**src/rtl/sort_job_arbiter.sv**
```systemverilog
// Round-robin owner of one shared radix sorter: grants a job, steers the owner's values in,
// returns the sorted stream to that owner only, and releases after the last value is returned.
module sort_job_arbiter #(
    parameter int NUM_REQ     = 2,
    parameter int VALUE_WIDTH = 10,
    parameter int COUNT_WIDTH = 16
) (
    input  logic                           clk_i,
    input  logic                           reset_i,
    input  logic [NUM_REQ-1:0]             req_i,
    input  logic [NUM_REQ*COUNT_WIDTH-1:0] req_length_i,
    output logic [NUM_REQ-1:0]             grant_o,
    output logic [NUM_REQ-1:0]             job_done_o,
    input  logic [NUM_REQ*VALUE_WIDTH-1:0] req_value_i,
    input  logic [NUM_REQ-1:0]             req_value_valid_i,
    output logic [NUM_REQ-1:0]             req_value_ready_o,
    output logic [VALUE_WIDTH-1:0]         res_value_o,
    output logic [NUM_REQ-1:0]             res_valid_o,
    input  logic [NUM_REQ-1:0]             res_ready_i,
    output logic                           srt_start_o,
    output logic [COUNT_WIDTH-1:0]         srt_length_o,
    output logic [VALUE_WIDTH-1:0]         srt_value_o,
    output logic                           srt_value_valid_o,
    input  logic                           srt_value_ready_i,
    input  logic [VALUE_WIDTH-1:0]         srt_sorted_value_i,
    input  logic                           srt_sorted_valid_i,
    output logic                           srt_sorted_ready_o,
    input  logic                           srt_busy_i,
    output logic                           busy_o
);
    localparam int PTR_WIDTH = (NUM_REQ > 1) ? $clog2(NUM_REQ) : 1;

    typedef enum logic [1:0] {IDLE, START, LOAD, RELEASE} state_t;

    state_t                 state_q, state_d;
    logic [PTR_WIDTH-1:0]   rr_q, owner_q, pick, cand, next_ptr;
    logic                   pick_found;
    logic [COUNT_WIDTH-1:0] len_q, in_cnt_q, out_cnt_q, in_cnt_d, out_cnt_d;
    logic                   in_open, out_open;
    logic [NUM_REQ-1:0]     owner_onehot;
    logic [VALUE_WIDTH-1:0] value_arr  [NUM_REQ];
    logic [COUNT_WIDTH-1:0] length_arr [NUM_REQ];
    int                     idx;

    for (genvar i = 0; i < NUM_REQ; i++) begin : g_slice
        assign value_arr[i]  = req_value_i[i*VALUE_WIDTH +: VALUE_WIDTH];
        assign length_arr[i] = req_length_i[i*COUNT_WIDTH +: COUNT_WIDTH];
    end

    // First pending requester at or after the round-robin pointer, wrapping.
    always_comb begin
        // NOTE: every combinational output gets a default first, so no path can infer a latch.
        pick       = rr_q;
        pick_found = 1'b0;
        idx        = 0;
        cand       = '0;
        for (int k = 0; k < NUM_REQ; k++) begin
            idx = int'(rr_q) + k;
            if (idx >= NUM_REQ) idx = idx - NUM_REQ;
            cand = PTR_WIDTH'(idx);
            if (!pick_found && req_i[cand]) begin
                pick_found = 1'b1;
                pick       = cand;
            end
        end
    end

    always_comb begin
        owner_onehot          = '0;
        owner_onehot[owner_q] = 1'b1;
    end

    assign next_ptr = (owner_q == PTR_WIDTH'(NUM_REQ - 1)) ? '0 : owner_q + 1'b1;
    assign in_open  = (in_cnt_q < len_q);
    assign out_open = (out_cnt_q < len_q);

    always_ff @(posedge clk_i) begin
        // NOTE: state registers use non-blocking assignments so every flop samples pre-edge values.
        if (reset_i) begin
            state_q   <= IDLE;
            rr_q      <= '0;
            owner_q   <= '0;
            len_q     <= '0;
            in_cnt_q  <= '0;
            out_cnt_q <= '0;
        end else begin
            state_q   <= state_d;
            in_cnt_q  <= in_cnt_d;
            out_cnt_q <= out_cnt_d;
            if (state_q == IDLE && state_d == START) begin
                owner_q <= pick;
                len_q   <= length_arr[pick];
            end
            if (state_q == RELEASE) rr_q <= next_ptr;
        end
    end

    always_comb begin
        state_d            = state_q;
        in_cnt_d           = in_cnt_q;
        out_cnt_d          = out_cnt_q;
        grant_o            = '0;
        job_done_o         = '0;
        req_value_ready_o  = '0;
        res_valid_o        = '0;
        res_value_o        = '0;
        srt_start_o        = 1'b0;
        srt_length_o       = '0;
        srt_value_o        = '0;
        srt_value_valid_o  = 1'b0;
        srt_sorted_ready_o = 1'b0;
        busy_o             = (state_q != IDLE);

        if (state_q != IDLE) begin
            grant_o      = owner_onehot;
            srt_length_o = len_q;
        end

        case (state_q)
            IDLE: begin
                if (pick_found && !srt_busy_i) state_d = START;
            end
            START: begin
                srt_start_o = 1'b1;
                state_d     = (len_q == '0) ? RELEASE : LOAD;
            end
            LOAD: begin
                srt_value_o                = value_arr[owner_q];
                srt_value_valid_o          = req_value_valid_i[owner_q] && in_open;
                req_value_ready_o[owner_q] = srt_value_ready_i && in_open;
                res_value_o                = srt_sorted_value_i;
                res_valid_o[owner_q]       = srt_sorted_valid_i && out_open;
                srt_sorted_ready_o         = res_ready_i[owner_q] && out_open;
                if (req_value_valid_i[owner_q] && srt_value_ready_i && in_open)
                    in_cnt_d = in_cnt_q + 1'b1;
                if (srt_sorted_valid_i && res_ready_i[owner_q] && out_open)
                    out_cnt_d = out_cnt_q + 1'b1;
                // Leave once both streams are complete, counting this cycle's handshakes.
                if (in_cnt_d == len_q && out_cnt_d == len_q) state_d = RELEASE;
            end
            RELEASE: begin
                job_done_o = owner_onehot;
                in_cnt_d   = '0;
                out_cnt_d  = '0;
                state_d    = IDLE;
            end
            default: state_d = IDLE;
        endcase
    end
endmodule

```
**config.mk**
```make
export PLATFORM = sky130hd
export DESIGN_NAME = sort_job_arbiter
export DESIGN_NICKNAME = d
export VERILOG_FILES = /design/src/rtl/sort_job_arbiter.sv
export SDC_FILE = /design/constraint.sdc
export NUM_CORES = 1
export LEC_CHECK = 0
export ABC_AREA = 1
export BUFFER_PORTS_ARGS = -buffer_cell sky130_fd_sc_hd__buf_2
export CELL_PAD_IN_SITES_DETAIL_PLACEMENT = 1
export CELL_PAD_IN_SITES_GLOBAL_PLACEMENT = 2
export CORE_UTILIZATION = 28
export DETAILED_ROUTE_END_ITERATION = 7
export HOLD_SLACK_MARGIN = 0.05
export PLACE_DENSITY_LB_ADDON = 0.1
export REMOVE_ABC_BUFFERS = 1
export SYNTH_ARGS = -nofsm -noshare
export SYNTH_HDL_FRONTEND = slang
export SYNTH_SLANG_ARGS = --single-unit
```
**constraint.sdc**
```tcl
create_clock -name clk_i -period 2.6 [get_ports clk_i]
set_input_delay 0 -clock clk_i [delete_from_list [all_inputs] [get_ports clk_i]]
set_output_delay 0 -clock clk_i [all_outputs]
set_load 0.01 [all_outputs]
```
== Yosys cells after proc, flatten, opt, wreduce, memory -nomap -nowiden ==
Cells that the tools add are included.
Cells by class
  add/sub/neg operators: 6
  order comparisons: 10
  equal/unequal tests: 6
  muxes and demuxes: 43
  bitwise operators: 4
  reductions and logical operators: 19
Operator list (count)
  16-bit 2-to-1 mux: 8
  16-bit case mux with 2 select lines: 2
  10-bit 2-to-1 mux: 5
  16-bit by 1-bit adder with 16-bit output, second input constant: 2
  16-bit == test: 2
  16-bit less-than comparator: 2
  1-bit 2-to-1 mux: 20
  16-bit logical NOT: 1
  1-bit logical AND: 13
  2-bit 2-to-1 mux: 6
  2-bit case mux with 4 select lines: 1
  2-bit greater-or-equal comparator, second input constant: 3
  1-bit by 2-bit less-than comparator with 1-bit output, second input constant: 3
  2-bit AND: 2
  2-bit by 1-bit == test with 1-bit output, second input constant: 2
  2-bit == test, second input constant: 2
  1-bit inverter with 2-bit output: 2
  2-bit nonzero test: 2
  1-bit by 1-bit adder with 2-bit output, second input constant: 1
  1-bit by 2-bit greater-or-equal comparator with 1-bit output, second input constant: 1
  1-bit logical NOT: 2
  2-bit logical NOT: 1
  1-bit subtractor, second input constant: 2
  1-bit adder, second input constant: 1
  other kinds (2): 2
Word-level totals
  register bits: 52
  bits of input ports: 73

== Logic depth before layout (Yosys ltp) ==
Gate-level depths: netlist (run 1).
  depth after elaboration: 13
  gate-level depth with buffers: 25
  gate-level depth less buffers: 25

== Least setup slack after synthesis (run 1) ==
Ideal clock, no wire load.
  kind: register to register
  start: register len_q[15]
  end: register state_q[0]
  data arrival time: 2.276 ns
  setup slack: 0.256 ns
  cell stages (with the launch flop): 21
  path buffers: 1
  period minus slack after synthesis: 2.344 ns
  cells stage by stage: dfxtp_1 -> inv_1 -> ha_1 -> a21oi_1 -> o21ai_0 -> nor2_2 -> buf_2 -> nand4_1 -> nand2_1 -> nand2_1 -> nand2_1 -> nand2_1 -> nor2_2 -> nand2_1 -> nor2_1 -> nand2_1 -> nand2_1 -> nand2_1 -> nand2_1 -> nand2_1 -> a21oi_2
Between the ends
  cells in the longest elaborated chain, start to end: 8
RTL lines
  start: declaration: line 38  | logic [COUNT_WIDTH-1:0] len_q, in_cnt_q, out_cnt_q, in_cnt_d, out_cnt_d;
  start signal: assignment: line 92  | len_q <= length_arr[pick];
  16-bit less-than comparator (on tied branches): line 74, 75
  1-bit logical AND (on tied branches): line 134, 136
  16-bit 2-to-1 mux (on tied branches): line 134, 136
  16-bit 2-to-1 mux: line 119  | case (state_q)
  16-bit == test: line 139  | if (in_cnt_d == len_q && out_cnt_d == len_q) state_d = RELEASE;
  1-bit logical AND: line 139
  2-bit 2-to-1 mux: line 139
  2-bit case mux with 4 select lines (*): line 119
  end signal: assignment: line 87  | state_q <= state_d;
  end: declaration: line 35  | state_t state_q, state_d;
Mark *: on every way between the ends. The rest lies on a longest branch, timed or not. The select of a mux whose other input is x is not followed.
A chain may end at the register's enable or synchronous reset.

== Worst setup path in the final report (run 1) ==
Ends and elaborated chain as after synthesis.

==> results of run 1 <==
## worst max-delay path, cell delays in order (launching register included)
cell and delay [ns]:
dfxtp_2 0.36, inv_4 0.06, ha_4 0.27, nand4_1 0.15, nor3_2 0.23, nand2_4 0.15
buf_4 0.16, buf_4 0.12, buf_4 0.12, nand4_1 0.11, nand3_1 0.09, nand2_1 0.07
nand2_1 0.06, nor2_2 0.11, nand2_1 0.06, nor2_1 0.09, nand2_1 0.06, nand2_1 0.06
nand2_1 0.05, nand2_1 0.06, nand2_1 0.06, a21oi_2 0.10
## placed cells by master, fill, tap and decap left out, drive strengths merged, types with 3 or more instances in the layout
master	synthesis	final
nand2	304	304
buf	16	284
inv	121	122
nor2	98	98
nand3	86	86
a21oi	57	57
dfxtp	52	52
nand4	48	48
ha	36	36
a211oi	32	32
nor3	12	12
dlygate4sd3	0	11
xor2	7	7
clkbuf	23	6
o21ai	5	5
o21bai	3	3
## through the flow
step / instances / TNS, ns / total power [mW] / hold slack (ns)
final: 1398 / -0.0697 / 4.34 / 0.0728
after global routing: 1398 / -0.284 / 4.64 / 0.0692
after CTS: 1392 / -0.0723 / 4.21 / 0.0689
after detailed placement: 1361 / -0.181 / 3.16 / 0.271
after global placement: 1361 / -0.155 / 3.14 / 0.261
after floorplan: 865 / -1.75 / 2.00 / 0.0624
## power breakdown
group / switching (mW) / internal, mW
registers: 0.0772 / 0.883
logic: 1.47 / 1.07
clock network: 0.380 / 0.460
## kinds of logic after synthesis
| family | after synthesis |
|---|---|
| AND/OR/NAND/NOR | 549 |
| buffers and inverters | 161 |
| AO/OA/AOI/OAI | 98 |
| flip-flops | 52 |
| adder cells (fa/ha/maj) | 36 |
| XOR/XNOR | 8 |
## repair_timing
| action | in CTS | in global routing |
|---|---|---|
| pin swaps | 28 | 31 |
| endpoints found under the setup margin | 1 | 1 |
| gates resized for setup | 51 | 48 |
| setup buffers | 10 | 4 |
| hold endpoints to repair | 11 | 0 |
| hold buffers | 11 | 0 |
| cloned | 2 | 2 |
## area by class of cell
class                   count  area, sq um
clock buffers               5          125
clock inverters             3         46.3
fillers                  2460        10200
inverters                 122          475
multi-input cells         691         3830
flip-flops and latches     52         1060
well taps                 229          287
repair buffers            296         2110
## worst max-delay path by stage
stage,endpoint,cells after the start
6_report,state_q[0]$_SDFF_PP0_,21
3_3_place_gp,state_q[0]$_SDFF_PP0_,20
3_5_place_dp,state_q[0]$_SDFF_PP0_,20
4_1_cts,state_q[0]$_SDFF_PP0_,22
2_1_floorplan,state_q[0]$_SDFF_PP0_,23
5_1_grt,state_q[0]$_SDFF_PP0_,24
## sequential cells by signal, summed over array words and instances, names as in the netlist
signal and cells:
in_cnt_q 16, state_q 2, out_cnt_q 16, rr_q 1, len_q 16, owner_q 1
## routing by layer
layer / up-vias / wire length [um]
met5: - / 0
met1: 3234 / 11700
met4: 0 / 178
met2: 87 / 11400
met3: 15 / 506
li1: 3479 / -
==> run metrics, run 1 <==
status finished with violations; failing checks setup timing; EDFF count, synth 0; # DRC 0; P_leak 3.97 nW; CP Capture Type register; dominant cells by area after synthesis nand2_1, dfxtp_1, ha_1; RD Place Congestion 0.835; Worst R2R Path Depth 21; warning count from the yosys run 0; final core occ 0.439; hold path start req_length_i[13]; top post-synthesis cells by count nand2_1, inv_1, nor2_1; Core ar. 18,100 sq um; drt pass-1 iters 4; Layout Skew 0.00823 ns; compound-cell area share of the yosys netlist 0.113; Max Cap Viol 0; met1 GRT Util 0.340; #FFs+latches synth 52; initial DRC count 250; Post-Synthesis Cells 904; final worst setup slack -0.0697 ns; antenna fix cells 0; critical path startpoint len_q[15]$_SDFFE_PP0P_; worst slew pin tran 0.619 ns; Vert. Die Dim 138 um; fmax 375 MHz; Mean Syn Cell Area 5.74 sq um; Cell Pwr Density 547 nW/um^2; final setup vio count 1; Overflow after GRT 0; Yosys top cell area share 0.215; fraction of layout cells with a size suffix above 1 0.341; Reg2Reg Setup Slack -0.07 ns; final cell area excluding filler cells 7930 sq um; CTS buffer count 5; post-synth top area cell nand2_1; Period minus WS final 2.67 ns; area of the mapped netlist 5190 sq um; Worst VDD drop 0.260 mV; GR Util met3 0.0236; Max FO, Critical Path 7; met2 Use GR 0.429; largest net degree at the start of global routing 34; Starting Density 0.287; RR Startpoint len_q[15]$_SDFFE_PP0P_; clock latency on the worst-skew pair 0.32 ns; count of different cell masters after synthesis 32; layer with the highest usage met2; # rows 49; number of vias per cell 4.87; Placement Cell Area 7090 sq um; CTS root buffer clkbuf_16; WP data required 2.85 ns; Die ar. 19,100 sq um; Critical Setup Path Class register to register; global-route wire length before repair 37,700 um; H-Tree Depth 2; Final period util 1.03; Synth Area in Simple Gates 0.462; largest family of logic cells by synthesized area simple AND/OR/NAND/NOR gates; sequential share of the synthesized area 0.201; Avg WL per Cell 17.0 um; DPL Wire Length 18,400 um; Main synth FF type dfxtp_1; final net count 1,277; top-count cell post-synth nand2_1; vias in the first global route 6,986; CTS tree yes; Die Span X 138 um; Final ANT Viol Nets 0; vias 6,815; RR Endpoint state_q[0]$_SDFF_PP0_; final hold vios 0; worst relative slew slack 0.587; Max Root-Sink Buffers 2; Hold Path End len_q[13]$_SDFFE_PP0P_; worst hold path depth 3; pre-CTS setup slack -0.181 ns; final WL 23,800 um; post-synthesis mux area share 0; Clock Sinks 52; initial antenna violation count 0; HP Class input pin to register; Worst-path clk slew 0.08 ns; Post-Synth XOR/XNOR Area 0.0135; synthesis-to-finish area growth 53.0%; Slew Limit Fails 0; data arrival time of the worst path 2.92 ns; port bufs 120; post-synthesis adder-cell area fraction 0.0869; crit start category register; RSZ-0062 raised after global routing yes; asr flop ratio synth 0; Total Routing Usage GR 0.249; I/O pins 121
Power figures use the tool's default switching activity.
==> run 2: changes to the inputs <==
Clock period 2.6 ns to 2.75 ns, I/O delays scaled along.
==> run metrics, run 2 (synthesis gave the netlist of run 1 again) <==
status complete, no violations; Crit path top cell by count nand2_1; Period minus WS final 2.69 ns; Net Sw Power 1.77 mW; number of fill cells 2,450; worst relative slew slack 0.529; CTS buffer count 5; Die ar. 19,100 sq um; fraction of layout cells with a size suffix above 1 0.290; Starting Density 0.287; final hold vios 0; WP data required 3.01 ns; CP max-delay cell dfxtp_2; fin cells 1,349; Worst R2R Path Depth 22; I/O pins 121; Clock Sinks 52; final worst setup slack 0.0626 ns; DPL Wire Length 17,900 um; Comb power frac 0.569; Net Sw Frac 0.468; P_leak 3.71 nW; most frequent cells in the layout nand2_1, buf_2, buf_4; Max FO, Critical Path 16; final cell area excluding filler cells 7350 sq um; final WL 22,900 um; HP Class input pin to register; # rows 49; hold path start reset_i; synthesis-to-finish area growth 41.8%; WHS 0.0510 ns; Hold Path End in_cnt_q[2]$_SDFFE_PP0P_; initial DRC count 280; Placement Cell Area 6780 sq um; Final ANT Viol Nets 0; largest registers in_cnt_q x16, len_q x16, out_cnt_q x16; port bufs 120; Vert. Die Dim 138 um; vias in the first global route 6,373; Final period util 0.977; Inst Count DP 1,325; WP buf/inv 4; largest net degree at the start of global routing 33; CP Capture Type register; CP max stage delay 0.34 ns; Total Routing Usage GR 0.239; fmax 372 MHz; critical path cell sequence inv_2, ha_1, nand2_1, o21bai_1, a21oi_2, nor2_2, buf_6, buf_12, nand4_1, buf_4, nand3_1, nand2_1, nand2_1, nor2_1, nand2_1, nor2_1, nand2_1, nand2_1, nand2_1, nand2_1, nand2_1, a21oi_2; RD Place Congestion 0.828; Core ar. 18,100 sq um; Max Root-Sink Buffers 2; RR Startpoint len_q[10]$_SDFFE_PP0P_; Slew Limit Fails 0; final setup vio count 0; Worst VDD drop 0.279 mV; crit start category register; worst slew pin tran 0.706 ns; Overflow after GRT 0; # DRC 0; setup tns final 0 ns; RR Endpoint state_q[0]$_SDFF_PP0_; area of the multi-input gates 3720 sq um; Cell Int Power 2.01 mW; data arrival time of the worst path 2.95 ns; Worst-path clk slew 0.09 ns; commonest non-fill, non-tap cell in the layout nand2_1; worst hold path depth 2; Avg WL per Cell 17.0 um; vias 6,621; Max Cap Viol 0; CTS root buffer clkbuf_16; clock latency on the worst-skew pair 0.32 ns; RSZ-0062 raised after global routing yes; Seq pwr share 0.238; H-Tree Depth 2; Reg2Reg Setup Slack 0.06 ns; initial antenna violation count 0; Top delay family on crit path simple AND/OR/NAND/NOR gates; drt pass-1 iters 4; Critical Setup Path Class register to register; Die Span X 138 um; Layout Skew 0.0132 ns; number of vias per cell 4.91; Cell Pwr Density 513 nW/um^2; final net count 1,228; CTS tree yes; global-route wire length before repair 35,500 um; clock share of power 0.194; FF+latch area 1060 sq um; pre-CTS setup slack -0.0606 ns; antenna fix cells 0
[run 2: changes by cell type in the layout (fill, tap and decap cells not counted), sizes merged]
cell    change
buf        -50
bufinv      -1
clkbuf      +1
inv         +1
[run 2: per-stage QoR]
step                      total power [mW]   util
final                                 3.78  0.407
after global routing                  4.04  0.407
after CTS                             3.64  0.390
after detailed placement              2.88  0.375
after global placement                2.87  0.375
after floorplan                       1.89      -
[run 2: what timing repair did]
action | CTS | global route
gates resized for setup | 5 | 61
pin swaps | 1 | 15
setup buffers | 0 | 3
endpoints found under the setup margin | 1 | 1
gates cloned | 0 | 2
endpoints found under the hold margin | 11 | 0
hold buffers | 11 | 0
[run 2: power by group through the flow]
stage                     Sequential, mW  Combinational (mW)  Clock, mW
after floorplan                    0.904               0.989          0
after global placement             0.891                1.98          0
after detailed placement           0.893                1.99          0
after CTS                          0.876                2.02      0.744
after global routing               0.906                2.36      0.770
final                              0.897                2.15      0.732
[run 2: final cells by class]
type / count / share of cell area
clock buffers: 5 / 0.0170
multi-input cells: 691 / 0.506
inverters: 122 / 0.0630
repair buffers: 247 / 0.228
flip-flops and latches: 52 / 0.144
well taps: 229 / 0.0390
clock inverters: 3 / 0.00340
[run 2: per-layer routing]
layer	GRT usage	up-vias	wire [um]
met5	0	-	0
met4	0.0384	0	238
met3	0.0343	13	636
met2	0.387	84	10500
met1	0.340	3150	11600
li1	-	3374	-
[run 2: worst reg2reg max path: stages (launching register included)]
cell and delay (ns):
dfxtp_2 0.34, inv_2 0.07, ha_1 0.29, nand2_1 0.08, o21bai_1 0.17, a21oi_2 0.18, nor2_2 0.06, buf_6 0.14
buf_12 0.15, nand4_1 0.14, buf_4 0.14, nand3_1 0.07, nand2_1 0.10, nand2_1 0.07, nor2_1 0.09, nand2_1 0.06
nor2_1 0.10, nand2_1 0.06, nand2_1 0.06, nand2_1 0.05, nand2_1 0.06, nand2_1 0.06, a21oi_2 0.11
[run 2: worst max path at each step]
stage	end	cells after the start	from	slack [ns]
floorplan	state_q[0]$_SDFF_PP0_	23	len_q[9]$_SDFFE_PP0P_	-0.56
global placement	state_q[0]$_SDFF_PP0_	20	len_q[13]$_SDFFE_PP0P_	-0.01
detailed placement	state_q[0]$_SDFF_PP0_	20	len_q[15]$_SDFFE_PP0P_	-0.06
CTS	state_q[0]$_SDFF_PP0_	20	len_q[15]$_SDFFE_PP0P_	0.006
global route	state_q[0]$_SDFF_PP0_	23	len_q[8]$_SDFFE_PP0P_	-0.13
finish	state_q[0]$_SDFF_PP0_	22	len_q[10]$_SDFFE_PP0P_	0.06
==> run 3: changes to the inputs <==
Settings changed: CORE_ASPECT_RATIO set to 1.2, CTS_BUF_LIST set to sky130_fd_sc_hd__clkbuf_4 sky130_fd_sc_hd__clkbuf_8 sky130_fd_sc_hd__clkbuf_16.
==> run metrics, run 3 (synthesis gave the netlist of run 1 again) <==
Max FO, Critical Path 17; global-route wire length before repair 34,400 um; status complete, no violations; Starting Density 0.285; final setup vio count 0; final hold vios 0; initial DRC count 262; Worst R2R Path Depth 23; Clock Sinks 52; RSZ-0062 raised after global routing yes; fraction of layout cells with a size suffix above 1 0.298; H-Tree Depth 2; Critical Setup Path Class register to register; Top delay family on crit path simple AND/OR/NAND/NOR gates; synthesis-to-finish area growth 42.0%; crit start category register; WHS 0.0411 ns; # rows 54; Inst Count DP 1,299; CTS root buffer clkbuf_16; initial antenna violation count 0; CP max stage delay 0.34 ns; Vert. Die Dim 151 um; RR Startpoint len_q[8]$_SDFFE_PP0P_; final WL 22,300 um; drt pass-1 iters 4; CP max-delay cell dfxtp_1; Final ANT Viol Nets 0; data arrival time of the worst path 2.93 ns; antenna fix cells 0; RR Endpoint state_q[0]$_SDFF_PP0_; # DRC 0; Cell Pwr Density 530 nW/um^2; fin cells 1,332; WP data required 2.99 ns; Crit. path cell count 23; Comb power frac 0.553; vias 6,450; Die ar. 19,100 sq um; Reg2Reg Setup Slack 0.06 ns; Max Cap Viol 0; HP Class input pin to register; Worst-path clk slew 0.08 ns; clock share of power 0.219; CTS tree yes; largest net degree at the start of global routing 34; Total Routing Usage GR 0.235; DPL Wire Length 17,600 um; largest registers in_cnt_q x16, len_q x16, out_cnt_q x16; fmax 372 MHz; Core ar. 18,200 sq um; CTS buffer count 5; most frequent cells in the layout nand2_1, buf_2, inv_1; worst relative slew slack 0.425; Net Sw Frac 0.440; port bufs 120; WP buf/inv 4; worst slew pin tran 0.863 ns; Overflow after GRT 0; vias in the first global route 6,260; number of vias per cell 4.84; final core occ 0.405; Seq pwr share 0.228; hold path start req_length_i[15]; CP Capture Type register; Net Sw Power 1.72 mW; Die Span X 126 um; setup tns final 0 ns; RD Place Congestion 0.825; Avg WL per Cell 16.8 um; Max Root-Sink Buffers 2; Worst Setup EP state_q[0]$_SDFF_PP0_; Layout Skew 0.00974 ns; commonest non-fill, non-tap cell in the layout nand2_1; number of fill cells 2,454; critical path cell sequence inv_1, ha_1, nand2_1, inv_1, o21bai_1, a21oi_2, nor2_2, buf_12, buf_12, nand4_1, nand2_1, nand2_1, nand2_2, nand2_1, nor2_2, nand2_2, nor2_1, nand2_1, nand2_1, nand2_1, nand2_1, nand2_1, a21oi_2; Crit path top cell by count nand2_1; critical path startpoint len_q[8]$_SDFFE_PP0P_; Worst VDD drop 0.228 mV; P_leak 3.68 nW; I/O pins 121; final net count 1,217; Slew Limit Fails 0; Final period util 0.977; Period minus WS final 2.69 ns; clock latency on the worst-skew pair 0.31 ns; Cell Int Power 2.18 mW
==> run 3: changes by cell type in the layout (fill, tap and decap cells not counted), sizes merged <==
| cell | change |
|---|---|
| buf | -10 |
| bufinv | +2 |
| clkbuf | -1 |
| clkinvlp | -1 |
| inv | -2 |
==> run 3: repair_timing <==
item / 4_1_cts / 5_1_grt
hold endpoints to repair: 11 / 0
hold buffers: 11 / 0
gates cloned: 2 / 1
setup buffers: 6 / 6
gates resized for setup: 14 / 77
pin swaps: 4 / 36
endpoints found under the setup margin: 1 / 1
==> run 3: how the worst min path moves through the flow <==
| stage | slack [ns] | endpoint | depth (start not counted) |
|---|---|---|---|
| CTS | 0.05 | len_q[15]$_SDFFE_PP0P_ | 3 |
| floorplan | 0.06 | state_q[0]$_SDFF_PP0_ | 1 |
| finish | 0.04 | len_q[15]$_SDFFE_PP0P_ | 3 |
| global route | 0.08 | len_q[15]$_SDFFE_PP0P_ | 3 |
| global placement | 0.26 | res_value_o[6] | 4 |
| detailed placement | 0.27 | res_value_o[8] | 4 |
==> run 3: final cells by class <==
cell class / count / area [sq um] / share of cell area
Timing Repair Buffer: 236 / 1610 / 0.219
Sequential cell: 52 / 1050 / 0.143
Inverter: 122 / 458 / 0.0622
Multi-Input combinational cell: 691 / 3770 / 0.513
Clock buffer: 5 / 125 / 0.0170
Tap cell: 224 / 280 / 0.0381
Clock inverter: 2 / 60.1 / 0.00815
==> run 3: per-layer routing <==
layer	GRT usage	share of wire
met2	0.421	0.49
met1	0.308	0.48
met5	0	0
met4	0.0434	0.011
met3	0.0198	0.024
==> run 3: worst min-delay path, cell delays in order <==
cell and delay, ns:
buf_2 0.08, a211oi_1 0.06, a211oi_1 0.16
==> run 3: power groups by stage <==
stage / Clock [mW] / Combinational (mW) / Sequential [mW]
after floorplan: 0 / 0.989 / 0.904
after global placement: 0 / 1.93 / 0.891
after detailed placement: 0 / 1.94 / 0.893
after CTS: 0.870 / 2.01 / 0.876
after global routing: 0.893 / 2.38 / 0.898
final: 0.853 / 2.16 / 0.889
==> run 3: metrics by stage <==
stage	power (mW)	setup slack [ns]	cell area, sq um
final	3.90	0.0619	7360
after global routing	4.17	-0.140	7360
after CTS	3.76	0.00154	7030
after detailed placement	2.83	-0.0782	6630
after global placement	2.82	-0.0792	6630
after floorplan	1.89	-0.559	5000
